==> config.mk <==
export PLATFORM = sky130hd
export DESIGN_NAME = i2s_rate_sequencer_flat
export DESIGN_NICKNAME = d
export VERILOG_FILES = /design/src/rtl/i2s_rate_sequencer_if.sv /design/src/rtl/i2s_rate_sequencer.sv /design/src/flat_wrapper.sv
export SDC_FILE = /design/constraint.sdc
export NUM_CORES = 1
export LEC_CHECK = 0
export BUFFER_PORTS_ARGS = -buffer_cell sky130_fd_sc_hd__buf_2
export CAP_MARGIN = 40
export CORE_MARGIN = 5
export CORE_UTILIZATION = 40
export CTS_CLUSTER_SIZE = 12
export DETAILED_ROUTE_END_ITERATION = 10
export HOLD_SLACK_MARGIN = 0.08
export PLACE_DENSITY = 0.75
export SKIP_LAST_GASP = 1
export SYNTH_ARGS = -nofsm -noshare
export SYNTH_HDL_FRONTEND = slang
export SYNTH_SLANG_ARGS = --single-unit
export TNS_END_PERCENT = 100
==> constraint.sdc <==
create_clock -name clk -period 1.7 [get_ports clk]
set_input_delay 0.085 -clock clk [delete_from_list [all_inputs] [get_ports clk]]
set_output_delay 0.085 -clock clk [all_outputs]
set_load 0.005 [all_outputs]
==> src/rtl/i2s_rate_sequencer_if.sv <==
// -----------------------------------------------------------------------------
// i2s_rate_sequencer_if
//
// APB bus between the rate sequencer (master) and the I2S clock-control
// register block (slave). The bus has no clock of its own. It runs on the clk
// that the sequencer receives.
//
// Signals:
//   paddr   [4:0]  register address (0x00 divisor/clk-select, 0x04 LRCLK divisor)
//   psel           transfer select
//   penable        access phase of a transfer
//   pwrite         1 = write, 0 = read
//   pwdata  [31:0] write data
//   prdata  [31:0] read data from the slave
//   pready         slave ready; extends the access phase while low
// -----------------------------------------------------------------------------
interface i2s_rate_sequencer_if;
   logic [4:0]  paddr;
   logic        psel;
   logic        penable;
   logic        pwrite;
   logic [31:0] pwdata;
   logic [31:0] prdata;
   logic        pready;

   modport master (
      output paddr, psel, penable, pwrite, pwdata,
      input  prdata, pready
   );

   modport slave (
      input  paddr, psel, penable, pwrite, pwdata,
      output prdata, pready
   );
endinterface

==> src/rtl/i2s_rate_sequencer.sv <==
// -----------------------------------------------------------------------------
// i2s_rate_sequencer
//
// Performs a sample-rate change on the I2S clock-control block. The block is
// the only master on that block's APB port. The sequence is:
//   1. Mute the audio path. Wait for mute_ack, or continue after MUTE_TIMEOUT
//      cycles without it.
//   2. Write the divisor/clock-select register (0x00).
//   3. Write the LRCLK divisor register (0x04).
//   4. Optionally read both registers back and compare them (see below).
//   5. Wait SETTLE_CYCLES cycles for the dividers to settle.
//   6. Unmute the audio path and pulse done.
//
// Optional feature macro: I2S_RATESEQ_READBACK_EN
//   defined   : both registers are read back after the writes. A mismatch sets
//               the sticky err flag. The sequence takes 4 extra cycles.
//   undefined : the sequence goes from the second write straight to the settle
//               wait. err is constant 0 and prdata is ignored.
//
// Parameters:
//   SETTLE_CYCLES  cycles spent in SETTLE (>= 1)
//   MUTE_TIMEOUT   maximum cycles spent in MUTE while waiting for mute_ack (>= 1)
//   AUTO_BOOT      1: after reset, run one sequence with rate 0 and master mode
//
// Ports:
//   clk          clock (also the clock of the APB port)
//   reset_n      synchronous reset, active low
//   rate_req     one-cycle request strobe; ignored while busy
//   rate_sel     rate index (0 48k, 1 44.1k, 2 96k, 3 88.2k), taken with rate_req
//   master_mode  value for register bit 0, taken with rate_req
//   busy         high from request acceptance until the DONE cycle has ended
//   done         one-cycle pulse at the end of the sequence
//   err          sticky readback mismatch; cleared by the next accepted request
//   cur_rate     rate index of the last completed sequence
//   mute_req     mute request to the audio path
//   mute_ack     audio path reports that it is muted
//   apb          APB master port (i2s_rate_sequencer_if.master)
// -----------------------------------------------------------------------------
module i2s_rate_sequencer #(
   parameter int SETTLE_CYCLES = 4096,
   parameter int MUTE_TIMEOUT  = 1024,
   parameter int AUTO_BOOT     = 1
) (
   input  logic       clk,
   input  logic       reset_n,
   input  logic       rate_req,
   input  logic [1:0] rate_sel,
   input  logic       master_mode,
   output logic       busy,
   output logic       done,
   output logic       err,
   output logic [1:0] cur_rate,
   output logic       mute_req,
   input  logic       mute_ack,
   i2s_rate_sequencer_if.master apb
);

   // Counter widths. Each width is at least 1 so that a parameter value of 1
   // still gives a legal vector.
   localparam int MW = (MUTE_TIMEOUT  > 1) ? $clog2(MUTE_TIMEOUT)  : 1;
   localparam int SW = (SETTLE_CYCLES > 1) ? $clog2(SETTLE_CYCLES) : 1;

   localparam logic [MW-1:0] MUTE_LAST   = MW'(MUTE_TIMEOUT - 1);
   localparam logic [SW-1:0] SETTLE_LAST = SW'(SETTLE_CYCLES - 1);

   localparam logic [4:0] ADDR_DIV = 5'h00;
   localparam logic [4:0] ADDR_LR  = 5'h04;

   typedef enum logic [3:0] {
      IDLE,
      MUTE,
      W1_SETUP,
      W1_ACC,
      W2_SETUP,
      W2_ACC,
      R1_SETUP,
      R1_ACC,
      R2_SETUP,
      R2_ACC,
      SETTLE,
      DONE
   } state_t;

   state_t          state;
   logic            boot_pend;
   logic [1:0]      rate_q;
   logic            master_q;
   logic [MW-1:0]   mute_cnt;
   logic [SW-1:0]   settle_cnt;

   // Register 0x00: {mclk_div, bclk_div, 14'b0, clk_sel, master}.
   // The 44.1k family (indices 1 and 3) uses the second reference clock.
   function automatic logic [31:0] div_word(input logic [1:0] r, input logic m);
      logic [7:0] bclk;
      logic       clk_sel;
      case (r)
         2'd0:    begin bclk = 8'h03; clk_sel = 1'b0; end
         2'd1:    begin bclk = 8'h05; clk_sel = 1'b1; end
         2'd2:    begin bclk = 8'h01; clk_sel = 1'b0; end
         default: begin bclk = 8'h02; clk_sel = 1'b1; end
      endcase
      return {8'h00, bclk, 14'b0, clk_sel, m};
   endfunction

   // Register 0x04: {16'b0, lr1, lr2}. Both LRCLK dividers use the same value.
   function automatic logic [31:0] lr_word(input logic [1:0] r);
      logic [7:0] lr;
      case (r)
         2'd0:    lr = 8'h0F;
         2'd1:    lr = 8'h17;
         2'd2:    lr = 8'h07;
         default: lr = 8'h0B;
      endcase
      return {16'h0000, lr, lr};
   endfunction

`ifndef I2S_RATESEQ_READBACK_EN
   // Without readback the read data bus has no consumer.
   logic unused_prdata;
   assign unused_prdata = ^apb.prdata;
   assign err = 1'b0;
`endif

   // NOTE: all state and registered outputs are updated with non-blocking
   // assignments inside one clocked block. The reset is synchronous, so it
   // is just the highest-priority branch of that block.
   always_ff @(posedge clk) begin
      if (!reset_n) begin
         state       <= IDLE;
         boot_pend   <= (AUTO_BOOT != 0);
         rate_q      <= 2'd0;
         master_q    <= 1'b0;
         mute_cnt    <= '0;
         settle_cnt  <= '0;
         busy        <= 1'b0;
         done        <= 1'b0;
`ifdef I2S_RATESEQ_READBACK_EN
         err         <= 1'b0;
`endif
         cur_rate    <= 2'd0;
         mute_req    <= 1'b0;
         apb.psel    <= 1'b0;
         apb.penable <= 1'b0;
         apb.pwrite  <= 1'b0;
         apb.paddr   <= 5'h00;
         apb.pwdata  <= 32'h0;
      end else begin
         done <= 1'b0;

         case (state)
            IDLE: begin
               // The pending boot sequence has priority over any request
               // that arrives in the same cycle.
               if (boot_pend || rate_req) begin
                  boot_pend <= 1'b0;
                  rate_q    <= boot_pend ? 2'd0 : rate_sel;
                  master_q  <= boot_pend ? 1'b1 : master_mode;
                  busy      <= 1'b1;
                  mute_req  <= 1'b1;
`ifdef I2S_RATESEQ_READBACK_EN
                  err       <= 1'b0;
`endif
                  mute_cnt  <= '0;
                  state     <= MUTE;
               end
            end

            MUTE: begin
               // mute_cnt counts the MUTE cycles already spent, so the
               // timeout exit happens on cycle MUTE_TIMEOUT.
               if (mute_ack || mute_cnt == MUTE_LAST) begin
                  apb.psel    <= 1'b1;
                  apb.penable <= 1'b0;
                  apb.pwrite  <= 1'b1;
                  apb.paddr   <= ADDR_DIV;
                  apb.pwdata  <= div_word(rate_q, master_q);
                  state       <= W1_SETUP;
               end else begin
                  mute_cnt <= mute_cnt + 1'b1;
               end
            end

            W1_SETUP: begin
               apb.penable <= 1'b1;
               state       <= W1_ACC;
            end

            W1_ACC: begin
               // psel stays high, so the second setup phase follows this
               // access phase directly with no idle cycle.
               if (apb.pready) begin
                  apb.penable <= 1'b0;
                  apb.paddr   <= ADDR_LR;
                  apb.pwdata  <= lr_word(rate_q);
                  state       <= W2_SETUP;
               end
            end

            W2_SETUP: begin
               apb.penable <= 1'b1;
               state       <= W2_ACC;
            end

            W2_ACC: begin
               if (apb.pready) begin
                  apb.penable <= 1'b0;
`ifdef I2S_RATESEQ_READBACK_EN
                  apb.pwrite  <= 1'b0;
                  apb.paddr   <= ADDR_DIV;
                  state       <= R1_SETUP;
`else
                  apb.psel    <= 1'b0;
                  apb.pwrite  <= 1'b0;
                  settle_cnt  <= '0;
                  state       <= SETTLE;
`endif
               end
            end

`ifdef I2S_RATESEQ_READBACK_EN
            R1_SETUP: begin
               apb.penable <= 1'b1;
               state       <= R1_ACC;
            end

            R1_ACC: begin
               if (apb.pready) begin
                  if (apb.prdata != div_word(rate_q, master_q)) err <= 1'b1;
                  apb.penable <= 1'b0;
                  apb.paddr   <= ADDR_LR;
                  state       <= R2_SETUP;
               end
            end

            R2_SETUP: begin
               apb.penable <= 1'b1;
               state       <= R2_ACC;
            end

            R2_ACC: begin
               if (apb.pready) begin
                  if (apb.prdata != lr_word(rate_q)) err <= 1'b1;
                  apb.psel    <= 1'b0;
                  apb.penable <= 1'b0;
                  settle_cnt  <= '0;
                  state       <= SETTLE;
               end
            end
`endif

            SETTLE: begin
               // The audio path stays muted until the dividers have settled.
               if (settle_cnt == SETTLE_LAST) begin
                  mute_req <= 1'b0;
                  done     <= 1'b1;
                  cur_rate <= rate_q;
                  state    <= DONE;
               end else begin
                  settle_cnt <= settle_cnt + 1'b1;
               end
            end

            DONE: begin
               busy  <= 1'b0;
               state <= IDLE;
            end

            default: state <= IDLE;
         endcase
      end
   end

endmodule

==> src/flat_wrapper.sv <==
// flat-port wrapper written by rule: the top's interface ports become plain ports
module i2s_rate_sequencer_flat 
#(
   parameter int SETTLE_CYCLES = 4096,
   parameter int MUTE_TIMEOUT  = 1024,
   parameter int AUTO_BOOT     = 1
)
  (clk, reset_n, rate_req, rate_sel, master_mode, busy, done, err, cur_rate, mute_req, mute_ack, apb_paddr, apb_psel, apb_penable, apb_pwrite, apb_pwdata, apb_prdata, apb_pready);
  i2s_rate_sequencer_if apb_i ();
  input  logic clk;
  input  logic reset_n;
  input  logic rate_req;
  input  logic [1:0] rate_sel;
  input  logic master_mode;
  output logic busy;
  output logic done;
  output logic err;
  output logic [1:0] cur_rate;
  output logic mute_req;
  input  logic mute_ack;
  output wire logic [$bits(apb_i.paddr)-1:0] apb_paddr;
  output wire logic [$bits(apb_i.psel)-1:0] apb_psel;
  output wire logic [$bits(apb_i.penable)-1:0] apb_penable;
  output wire logic [$bits(apb_i.pwrite)-1:0] apb_pwrite;
  output wire logic [$bits(apb_i.pwdata)-1:0] apb_pwdata;
  input wire logic [$bits(apb_i.prdata)-1:0] apb_prdata;
  input wire logic [$bits(apb_i.pready)-1:0] apb_pready;
  assign apb_paddr = apb_i.paddr;
  assign apb_psel = apb_i.psel;
  assign apb_penable = apb_i.penable;
  assign apb_pwrite = apb_i.pwrite;
  assign apb_pwdata = apb_i.pwdata;
  assign apb_i.prdata = apb_prdata;
  assign apb_i.pready = apb_pready;
  i2s_rate_sequencer #(.SETTLE_CYCLES(SETTLE_CYCLES), .MUTE_TIMEOUT(MUTE_TIMEOUT), .AUTO_BOOT(AUTO_BOOT)) u_core (.clk(clk), .reset_n(reset_n), .rate_req(rate_req), .rate_sel(rate_sel), .master_mode(master_mode), .busy(busy), .done(done), .err(err), .cur_rate(cur_rate), .mute_req(mute_req), .mute_ack(mute_ack), .apb(apb_i));
endmodule
==> results_dict.tcl <==
set metrics [dict create \
    power_mw 2.42 \
    worst_slack_ns -0.0417 \
    slowest_delay_ns 0.42 \
    slowest_stage "or4_4" \
    gp_congestion 0.837 \
    ys_types 53 \
    ys_seq_area_frac 0.362 \
    die-width_um 89.7 \
    path_clk_slew_ns 0.08 \
    insertion_delay_ns 0.30 \
    syn-cell-area_um2 2540 \
    grt_pass1_wl_um 10300 \
    grt_setup_unrepaired "yes" \
    yosys.area.top_type_share 0.362 \
    antenna_found_initial 0 \
    post_drt_wl_per_cell_um 14.4 \
    vias 2373 \
    drive_above_1_share 0.338 \
    fin_crit_sh 1.02 \
    maxCapViolCount 0 \
    skew_ns 0.00760 \
    max-vdd-ir-drop_mv 0.478 \
    fin_setup_tns_ns -0.174 \
    p_per_area_nw_per_um2 758 \
    violations "negative setup slack" \
    synthCells 297 \
    placed_area_um2 2860 \
    instances_no_fill 432 \
    crit_chain "nor4b_4 -> o311ai_4 -> buf_12 -> or4_4 -> a21oi_2" \
    syn2layout_area_growth_pct 25.5 \
    status "complete, but fails checks" \
    power_leakage_nw 1.28 \
    dominantRegCellSynth "dfxtp_1" \
    setup_viol 9 \
    row_count 29 \
    die_h_um 89.7 \
    synth_edf_count 0 \
    core_um2 6280 \
    layout_commonest_cell "dfxtp_1" \
    min_from "reset_n" \
    hold_path.class "in -> reg" \
    grt.overflow.total 0 \
    clock_tree.root_cell "clkbuf_8" \
    cp_max_fo 8 \
    cp-startpoint "u_core.state[1]" \
    antenna_cells 0 \
    cts_inserted_buffers 5 \
    drc 0 \
    cts_tree "built" \
    wirelength_um 6210 \
    synth_top_area_cell "dfxtp_1" \
    grt_pass1_vias 2241 \
    start_util 0.405 \
    track_usage 0.149 \
    htreeDepth 2 \
    dp_hpwl_um 4280 \
    cts_sinks 46 \
    dp_cells 416 \
    ys_warn_count 0 \
    path_delay_family "simple AND/OR/NAND/NOR gates" \
    ios 86 \
    synthTopCellsByArea "dfxtp_1 36%, buf_4 9.2%, a21oi_1 3.9%, o21ai_0 3.9%, nand3_1 3.5%" \
    fin_area_um2 3190 \
    critPathRequiredTime_ns 1.93 \
    start_kind "flip-flop" \
    mostFrequentLayoutCells "39 x dfxtp_1, 38 x buf_4, 29 x buf_2" \
    drtIter0Drc 182 \
    worstReg2RegStart "u_core.state[1]" \
    ys_ff_latch 46 \
    synth_area_per_cell_um2 8.56 \
    crit_buf_inv 1 \
    drtAntennaViolNets 0 \
    io_buffer_count 29 \
    hold_viol_final 0 \
    worstSetupEndpointType "flip-flop" \
    pre_cts_slack_ns -0.0786 \
    slew_violations 0 \
    dr.pass1.iters 4 \
    vias_per_cell 5.49 \
    max_freq_mhz 574 \
    grt_max_degree 18 \
    die-area_um2 8050 \
    layout.nets 401 \
    clockBufferDepth 2 \
    worstSetupPathType "reg -> reg" \
    synthArstFlopShare 0 \
    worstPathArrival_ns 1.97 \
    finalHoldWorstSlack_ns 0.163 \
    post-route-util 0.508 \
    min_period_ns 1.74 \
]
## state kept, by name (all words and copies together), names as in the netlist
signal and cells:
u_core.apb.penable 1, u_core.apb.psel 1, u_core.apb.pwdata 9, u_core.boot_pend 1, u_core.busy 1, u_core.cur_rate 2, u_core.done 1, u_core.master_q 1
u_core.mute_cnt 10, u_core.mute_req 1, u_core.rate_q 2, u_core.settle_cnt 12, u_core.state 4
## area by class of cell
cell class	instances	area [um2]
fillers	586	3090
flip-flops and latches	46	935
clock inverters	2	10.0
well taps	77	96.3
inverters	8	30.0
multi-input cells	220	1530
repair buffers	74	523
clock buffers	5	68.8
## synth_stat cells, types with 2 or more instances
| cell | number |
|---|---|
| nand3_1 | 18 |
| nand4_1 | 6 |
| nor2_1 | 14 |
| nor2b_1 | 3 |
| dfxtp_1 | 46 |
| o221a_2 | 4 |
| nand2b_1 | 2 |
| o21a_1 | 2 |
| ha_1 | 6 |
| a21oi_1 | 20 |
| mux2i_1 | 8 |
| clkbuf_1 | 9 |
| o22ai_1 | 4 |
| buf_2 | 4 |
| nor3_1 | 11 |
| o31ai_1 | 4 |
| and4_1 | 2 |
| or4_1 | 2 |
| and3_1 | 5 |
| buf_6 | 2 |
| a31oi_1 | 5 |
| a311oi_1 | 3 |
| inv_1 | 8 |
| o21ai_0 | 20 |
| nand3b_1 | 4 |
| o31a_1 | 2 |
| buf_4 | 31 |
| or3_1 | 7 |
| nand2_1 | 21 |
## path summary, 6_finish.rpt
check                         endpoint  slack, ns  cells past startpoint
hold reg to reg        u_core.apb.psel       0.47                      2
hold / removal    u_core.settle_cnt[7]       0.16                      2
setup reg to reg    u_core.mute_cnt[8]      -0.04                      5
setup / recovery    u_core.mute_cnt[8]      -0.04                      5
## repair_timing
action	in CTS	in global routing
gates cloned	0	1
endpoints found under the setup margin	15	41
hold buffers	3	0
setup buffers	2	3
pin swaps	5	5
hold endpoints to repair	3	0
gates resized for setup	12	34
## report_power, final
part           switching, mW  internal (mW)  leakage [nW]  total [mW]
sequential            0.0469           1.13         0.377        1.18
combinational          0.314          0.292         0.862       0.606
clock                  0.355          0.276        0.0438       0.632
## metal layers
| metal | vias up | share of wire | track usage |
|---|---|---|---|
| li1 | 1155 | - | - |
| met3 | 10 | 0.067 | 0.0409 |
| met4 | 0 | 0.015 | 0.0592 |
| met2 | 82 | 0.50 | 0.258 |
| met1 | 1126 | 0.42 | 0.172 |
| met5 | - | 0 | 0 |
## kinds of logic after synthesis
logic type | after synthesis | synth area share
AND/OR/NAND/NOR | 106 | 0.237
AO/OA/AOI/OAI | 75 | 0.202
buffers and inverters | 54 | 0.133
flip-flops | 46 | 0.362
multiplexers | 8 | 0.0315
adder cells (fa/ha/maj) | 6 | 0.0295
other | 1 | 0.00147
XOR/XNOR | 1 | 0.00345
## worst register-to-register path, cell delays in order (launching register included)
cell and delay [ns]:
dfxtp_2 0.35, nor4b_4 0.35, o311ai_4 0.23, buf_12 0.19
or4_4 0.42, a21oi_2 0.14
(Power assumes the default switching activity.)
